`src/rtl/convolution_procesor_rom_sequencer.sv`:
```
// Burst read sequencer for a 1-cycle-latency synchronous ROM, streaming words over valid/ready.
// Optional abort (abort_i input, FLUSH state) is compiled in when ROM_SEQ_ABORT_EN is defined.
module convolution_procesor_rom_sequencer #(
    parameter int DATA_WIDTH = 8,
    parameter int ADDR_WIDTH = 4,
    parameter int LEN_WIDTH  = ADDR_WIDTH + 1,
    parameter int FIFO_DEPTH = 4
) (
    input  logic                  clk,
    input  logic                  rst,
    input  logic                  start_i,
    input  logic [ADDR_WIDTH-1:0] base_addr_i,
    input  logic [LEN_WIDTH-1:0]  length_i,
`ifdef ROM_SEQ_ABORT_EN
    input  logic                  abort_i,
`endif
    output logic                  busy_o,
    output logic                  done_o,
    output logic [ADDR_WIDTH-1:0] rom_addr_o,
    input  logic [DATA_WIDTH-1:0] rom_data_i,
    output logic [DATA_WIDTH-1:0] data_o,
    output logic                  valid_o,
    input  logic                  ready_i,
    output logic                  last_o
);

    localparam int PTR_W = $clog2(FIFO_DEPTH);
    localparam int CNT_W = PTR_W + 1;

    localparam logic [1:0] IDLE  = 2'd0;
    localparam logic [1:0] RUN   = 2'd1;
    localparam logic [1:0] DRAIN = 2'd2;
`ifdef ROM_SEQ_ABORT_EN
    localparam logic [1:0] FLUSH = 2'd3;
`endif

    logic [1:0]            state;
    logic [LEN_WIDTH-1:0]  len_q;
    logic [LEN_WIDTH-1:0]  issue_cnt;
    logic [LEN_WIDTH-1:0]  pop_cnt;
    logic [ADDR_WIDTH-1:0] next_addr;
    logic [CNT_W-1:0]      outstanding;
    logic [CNT_W-1:0]      fifo_count;
    logic [PTR_W-1:0]      wr_ptr;
    logic [PTR_W-1:0]      rd_ptr;
    logic [DATA_WIDTH-1:0] mem [FIFO_DEPTH];
    logic                  tag_addr;
    logic                  tag_data;

    logic start_go;
    logic start_zero;
    logic abort_go;
    logic discard;
    logic run_issue;
    logic issue;
    logic push;
    logic pop;
    logic at_last;

`ifdef ROM_SEQ_ABORT_EN
    assign abort_go = abort_i && ((state == RUN) || (state == DRAIN));
    assign discard  = abort_go || (state == FLUSH);
`else
    assign abort_go = 1'b0;
    assign discard  = 1'b0;
`endif

    // The first read issues on the same edge that accepts the command, so the
    // base address is on the ROM bus in the very next cycle.
    assign start_go   = (state == IDLE) && start_i && (length_i != '0);
    assign start_zero = (state == IDLE) && start_i && (length_i == '0);
    assign run_issue  = (state == RUN) && !abort_go && (issue_cnt < len_q)
                        && (outstanding < CNT_W'(FIFO_DEPTH));
    assign issue      = start_go || run_issue;

    assign valid_o = (fifo_count != '0);
    assign data_o  = valid_o ? mem[rd_ptr] : '0;
    assign at_last = (pop_cnt == len_q - LEN_WIDTH'(1));
    assign last_o  = valid_o && at_last;
    assign pop     = valid_o && ready_i;
    assign push    = tag_data && !discard;
    assign busy_o  = (state != IDLE);

    always_ff @(posedge clk) begin
        if (rst) begin
            state       <= IDLE;
            len_q       <= '0;
            issue_cnt   <= '0;
            pop_cnt     <= '0;
            next_addr   <= '0;
            rom_addr_o  <= '0;
            tag_addr    <= 1'b0;
            tag_data    <= 1'b0;
            outstanding <= '0;
            done_o      <= 1'b0;
        end else begin
            done_o   <= start_zero || ((state == DRAIN) && pop && at_last && !abort_go);
            tag_addr <= issue;
            tag_data <= tag_addr;
            if (issue) begin
                rom_addr_o <= start_go ? base_addr_i : next_addr;
                next_addr  <= (start_go ? base_addr_i : next_addr) + ADDR_WIDTH'(1);
                issue_cnt  <= start_go ? LEN_WIDTH'(1) : issue_cnt + LEN_WIDTH'(1);
            end
            if (pop) begin
                pop_cnt <= pop_cnt + LEN_WIDTH'(1);
            end
            // Credits cover every read from issue until its word leaves the FIFO.
            if (abort_go) begin
                outstanding <= '0;
            end else begin
                outstanding <= outstanding + CNT_W'(issue) - CNT_W'(pop);
            end
            case (state)
                IDLE: begin
                    if (start_go) begin
                        state   <= RUN;
                        len_q   <= length_i;
                        pop_cnt <= '0;
                    end
                end
                RUN: begin
`ifdef ROM_SEQ_ABORT_EN
                    if (abort_go) state <= FLUSH;
                    else
`endif
                    if (issue_cnt == len_q) state <= DRAIN;
                end
                DRAIN: begin
`ifdef ROM_SEQ_ABORT_EN
                    if (abort_go) state <= FLUSH;
                    else
`endif
                    if (pop && at_last) state <= IDLE;
                end
`ifdef ROM_SEQ_ABORT_EN
                FLUSH: begin
                    if (!tag_addr && !tag_data) state <= IDLE;
                end
`endif
                default: state <= IDLE;
            endcase
        end
    end

    always_ff @(posedge clk) begin
        if (rst || discard) begin
            wr_ptr     <= '0;
            rd_ptr     <= '0;
            fifo_count <= '0;
        end else begin
            if (push) wr_ptr <= wr_ptr + PTR_W'(1);
            if (pop)  rd_ptr <= rd_ptr + PTR_W'(1);
            fifo_count <= fifo_count + CNT_W'(push) - CNT_W'(pop);
        end
    end

    always_ff @(posedge clk) begin
        if (push) mem[wr_ptr] <= rom_data_i;
    end

    // The credit limit makes a push into a full FIFO without a matching pop impossible.
    assert property (@(posedge clk) disable iff (rst)
        !(push && !pop && (fifo_count == CNT_W'(FIFO_DEPTH))));

endmodule
```
`config.mk`:
```
export PLATFORM = sky130hd
export DESIGN_NAME = convolution_procesor_rom_sequencer
export DESIGN_NICKNAME = d
export VERILOG_FILES = /design/src/rtl/convolution_procesor_rom_sequencer.sv
export SDC_FILE = /design/constraint.sdc
export NUM_CORES = 1
export LEC_CHECK = 0
export BUFFER_PORTS_ARGS = -buffer_cell sky130_fd_sc_hd__clkbuf_2
export CELL_PAD_IN_SITES_DETAIL_PLACEMENT = 0
export CELL_PAD_IN_SITES_GLOBAL_PLACEMENT = 2
export CORE_UTILIZATION = 30
export DETAILED_ROUTE_END_ITERATION = 12
export PLACE_DENSITY = 0.67
export SLEW_MARGIN = 30
export SYNTH_ARGS = -nofsm -noshare
export SYNTH_HDL_FRONTEND = slang
export SYNTH_SLANG_ARGS = --single-unit
export TNS_END_PERCENT = 100
```
`constraint.sdc`:
```
create_clock -name clk -period 2.6 [get_ports clk]
set_input_delay 0.26 -clock clk [delete_from_list [all_inputs] [get_ports clk]]
set_output_delay 0.26 -clock clk [all_outputs]
set_load 0.005 [all_outputs]
```
==> metrics.csv <==
stage;metric;value;unit
placement;dpl hpwl;4487;um
timing;Slew Viols, Final;0;
synthesis;cell taking the most area after synthesis;edfxtp_1;
drt;first-pass detailed-route iteration total;5;
power;Comb power frac;27.6;%
clocking;total number of H-tree levels;3;
synthesis;yosys warns;0;
setup_path;kind of end point of the critical path;register;
grt;number of global-route vias before repair;2068;
die;area of the die;0.01134;mm2
setup_path;r2r worst-path depth;13;
placement;Final GP Congestion;0.6857;
drt;Vias;2041;
die;Top Ports;37;
synthesis;most numerous cell in the Yosys netlist;dfxtp_1;
setup_path;worst r2r dst;outstanding[2]$_SDFF_PP0_;
synthesis;sequential area share after synthesis;53.78;%
setup_path;CP startpoint kind;register;
synthesis;commonest cells in the netlist;dfxtp_1 (40), edfxtp_1 (32), nor2_1 (31);
setup_path;reg-to-reg setup timing slack;0.1;ns
drt;DRT Wirelength;6423;um
synthesis;register bit total from synthesis;72;
placement;Port Buffers;36;
setup_path;RR Startpoint;len_q[4]$_SDFFE_PP0P_;
cells_and_area;Final nets;366;
run;Max-Cap Viols;0;
synthesis;post-synth top area share;29.34;%
clocking;CTS max path bufs;2;
drt;DRC;0;
placement;DP Worst Slack;0.06951;ns
synthesis;average size of a mapped cell;11.78;um2
power;Flop pwr share;43.9;%
cells_and_area;area grow syn2layout;19.82;%
setup_path;CP cell instances;inv_2, ha_4, a211oi_2, nand2_2, nor2_4, nor2_2, ha_1, inv_1, ha_2, fa_2, xnor2_2, xnor2_1, nor2_1;
timing;slew margin rel.;63.05;%
synthesis;synthesized cell area;0.003276;mm2
drt;Via-to-Cell Ratio;4.370;
grt;gr usage total;12.46;%
synthesis;predominant post-synthesis flop cell;dfxtp_1;
clocking;TritonCTS clock tree;built;
power;Internal Power;2236;uW
clocking;Root Buffer;clkbuf_8;
timing;Fmax achieved;0.3997;GHz
power;switching power;968.1;uW
placement;DP Cell Count;450;
clocking;Clock transition at path regs;0.08;ns
synthesis;cell count after synthesis;278;
setup_path;critical path's slowest cell;fa_2;
synthesis;Mapped Nets;318;
setup_path;CP peak stage delay;0.40;ns
clocking;Clock Sinks;72;
clocking;hold buffer count at CTS;0;
synthesis;Synth area leaders;edfxtp_1 (29%), dfxtp_1 (24%), ha_1 (6.5%), mux4_2 (5.5%), xnor2_1 (4.3%);
setup_path;critical path fanouts, max;2;
timing;worst clock skew;0.006662;ns
power;Clock power frac;28.5;%
drt;per-cell routed wire length;13.75;um
grt;largest net degree at the start of global routing;28;
hold_path;min-delay src;rom_data_i[2];
cells_and_area;design area;0.003925;mm2
placement;Placed Area;0.003660;mm2
setup_path;Critical Path RT;2.82;ns
power;worst IR drop on VDD;0.0002533;V
drt;number of routed nets with antenna violations;0;
grt;first-pass GRT wire length;10440;um
die;Die W;106.5;um
hold_path;hold endpoint;mem[0][2]$_DFFE_PP_;
power;switching share of power;30.21;%
cells_and_area;Fillers;1078;
die;Initial Utilization;31.31;%
cells_and_area;final core occ;37.51;%
hold_path;Worst Hold Class;in2reg;
timing;final worst slack;0.09832;ns
synthesis;number of synthesized flops with an enable pin;32;
timing;Final min period;2.502;ns
cells_and_area;ANT cells;0;
die;Die Span Y;106.5;um
hold_path;Hold Path Depth;1;
cells_and_area;Non-Filler Instances;467;
timing;final worst-path cycle share;96.22;%
setup_path;Setup Crit Path Kind;reg2reg;
timing;slew at the pin closest to its max-slew limit;0.5535;ns
die;Core Rows;37;
grt;initial antenna violation count;0;
cells_and_area;layout cells sized above 1;29.61;%
status;status;completed;
timing;Hold WS;0.1263;ns
drt;First DRT Iteration DRCs;52;
clocking;worst-skew pair later-pin latency;0.35;ns
synthesis;Yosys cell types;43;
power;pwr dens;816.4;mW/mm2
synthesis;ys async rst share;0;%
clocking;total CTS buffers;9;
power;Leak Pwr;0.001497;uW
die;total core area;0.01046;mm2
setup_path;CP arrival;2.72;ns
grt;global route total overflow;0;
timing;Hold Violations, Final;0;
timing;Final setup viols;0;
[placed cells by master, fill, tap and decap left out, drive strengths merged, types with 2 or more instances in the layout]
cell and count:
nor2b 4, nand2 17, inv 18, nor2 33, clkinv 4, and2 13
clkbuf 46, xor2 10, a21o 2, mux4 8, ha 17, a21oi 6
nor3b 3, o21ai 8, buf 11, nor3 3, fa 2, a211oi 9
xnor2 16, dfxtp 40, nor4 2, mux2i 5, nand3 6, nand2b 2
nand4 2, edfxtp 32
[worst max path at each step]
| stage | from | to | slack, ns | depth (start not counted) |
|---|---|---|---|---|
| global placement | len_q[4]$_SDFFE_PP0P_ | outstanding[2]$_SDFF_PP0_ | 0.12 | 13 |
| CTS | len_q[0]$_SDFFE_PP0P_ | last_o | 0.003 | 7 |
| finish | len_q[4]$_SDFFE_PP0P_ | outstanding[2]$_SDFF_PP0_ | 0.1 | 13 |
| global route | len_q[0]$_SDFFE_PP0P_ | last_o | -0.04 | 7 |
| floorplan | len_q[4]$_SDFFE_PP0P_ | outstanding[2]$_SDFF_PP0_ | 0.008 | 13 |
| detailed placement | len_q[4]$_SDFFE_PP0P_ | outstanding[2]$_SDFF_PP0_ | 0.07 | 13 |
[sequential cells by signal (all words and copies together), names as in the netlist, named ones only]
register and flops:
next_addr 4, issue_cnt 5, state 2, rd_ptr 2, pop_cnt 5, rom_addr_o 4, done_o 1, push 1
len_q 5, wr_ptr 2, fifo_count 3, mem 32, outstanding 3, tag_addr 1
[power by group through the flow]
stage	clock network [uW]	logic, uW	registers [uW]
6_report	912	886	1410
5_1_grt	1000	1010	1430
4_1_cts	949	872	1410
3_5_place_dp	0	865	1440
3_3_place_gp	0	867	1430
2_1_floorplan	0	640	1380
[routing by layer]
metal | vias to the layer above | GRT usage (%) | wire length, um
met3 | 4 | 4.047 | 178
li1 | 1062 | - | -
met5 | - | 0 | 0
met1 | 953 | 16.69 | 3204
met2 | 22 | 18.37 | 2965
met4 | 0 | 5.284 | 74
[metrics by stage]
step / setup TNS (ns) / power (uW)
global placement: 0 / 2300
global route: -0.07623 / 3436
finish: 0 / 3204
CTS: 0 / 3231
detailed placement: 0 / 2301
floorplan: 0 / 2016
[cells by family after synthesis]
| logic type | after synthesis | share of synthesized area (%) |
|---|---|---|
| simple gates | 89 | 13.83 |
| flops | 72 | 53.78 |
| compound gates | 30 | 6.494 |
| buf+inv | 28 | 3.858 |
| xor+xnor | 26 | 6.952 |
| fa+ha+maj | 19 | 7.716 |
| mux | 14 | 7.372 |
[critical path: cells and delay by family, from the launching register on]
family | cells | cell delay [ns]
xor+xnor | 2 | 0.32
simple gates | 4 | 0.35
flops | 1 | 0.34
buf+inv | 2 | 0.09
compound gates | 1 | 0.23
fa+ha+maj | 4 | 1.05
[cell type report]
cell class	instances	area, um2	share of cell area [%]
multi-input cells	178	1453	37.01
repair buffers	47	262.8	6.694
flip-flops and latches	72	1765	44.98
inverters	18	67.56	1.721
clock inverters	6	68.82	1.753
well taps	136	170.2	4.335
clock buffers	10	137.6	3.507
[timing repair]
item | CTS | global route
gates resized for setup | 0 | 13
setup buffers | 0 | 1
setup endpoints to repair | 0 | 3
Power figures use the tool's default switching activity.
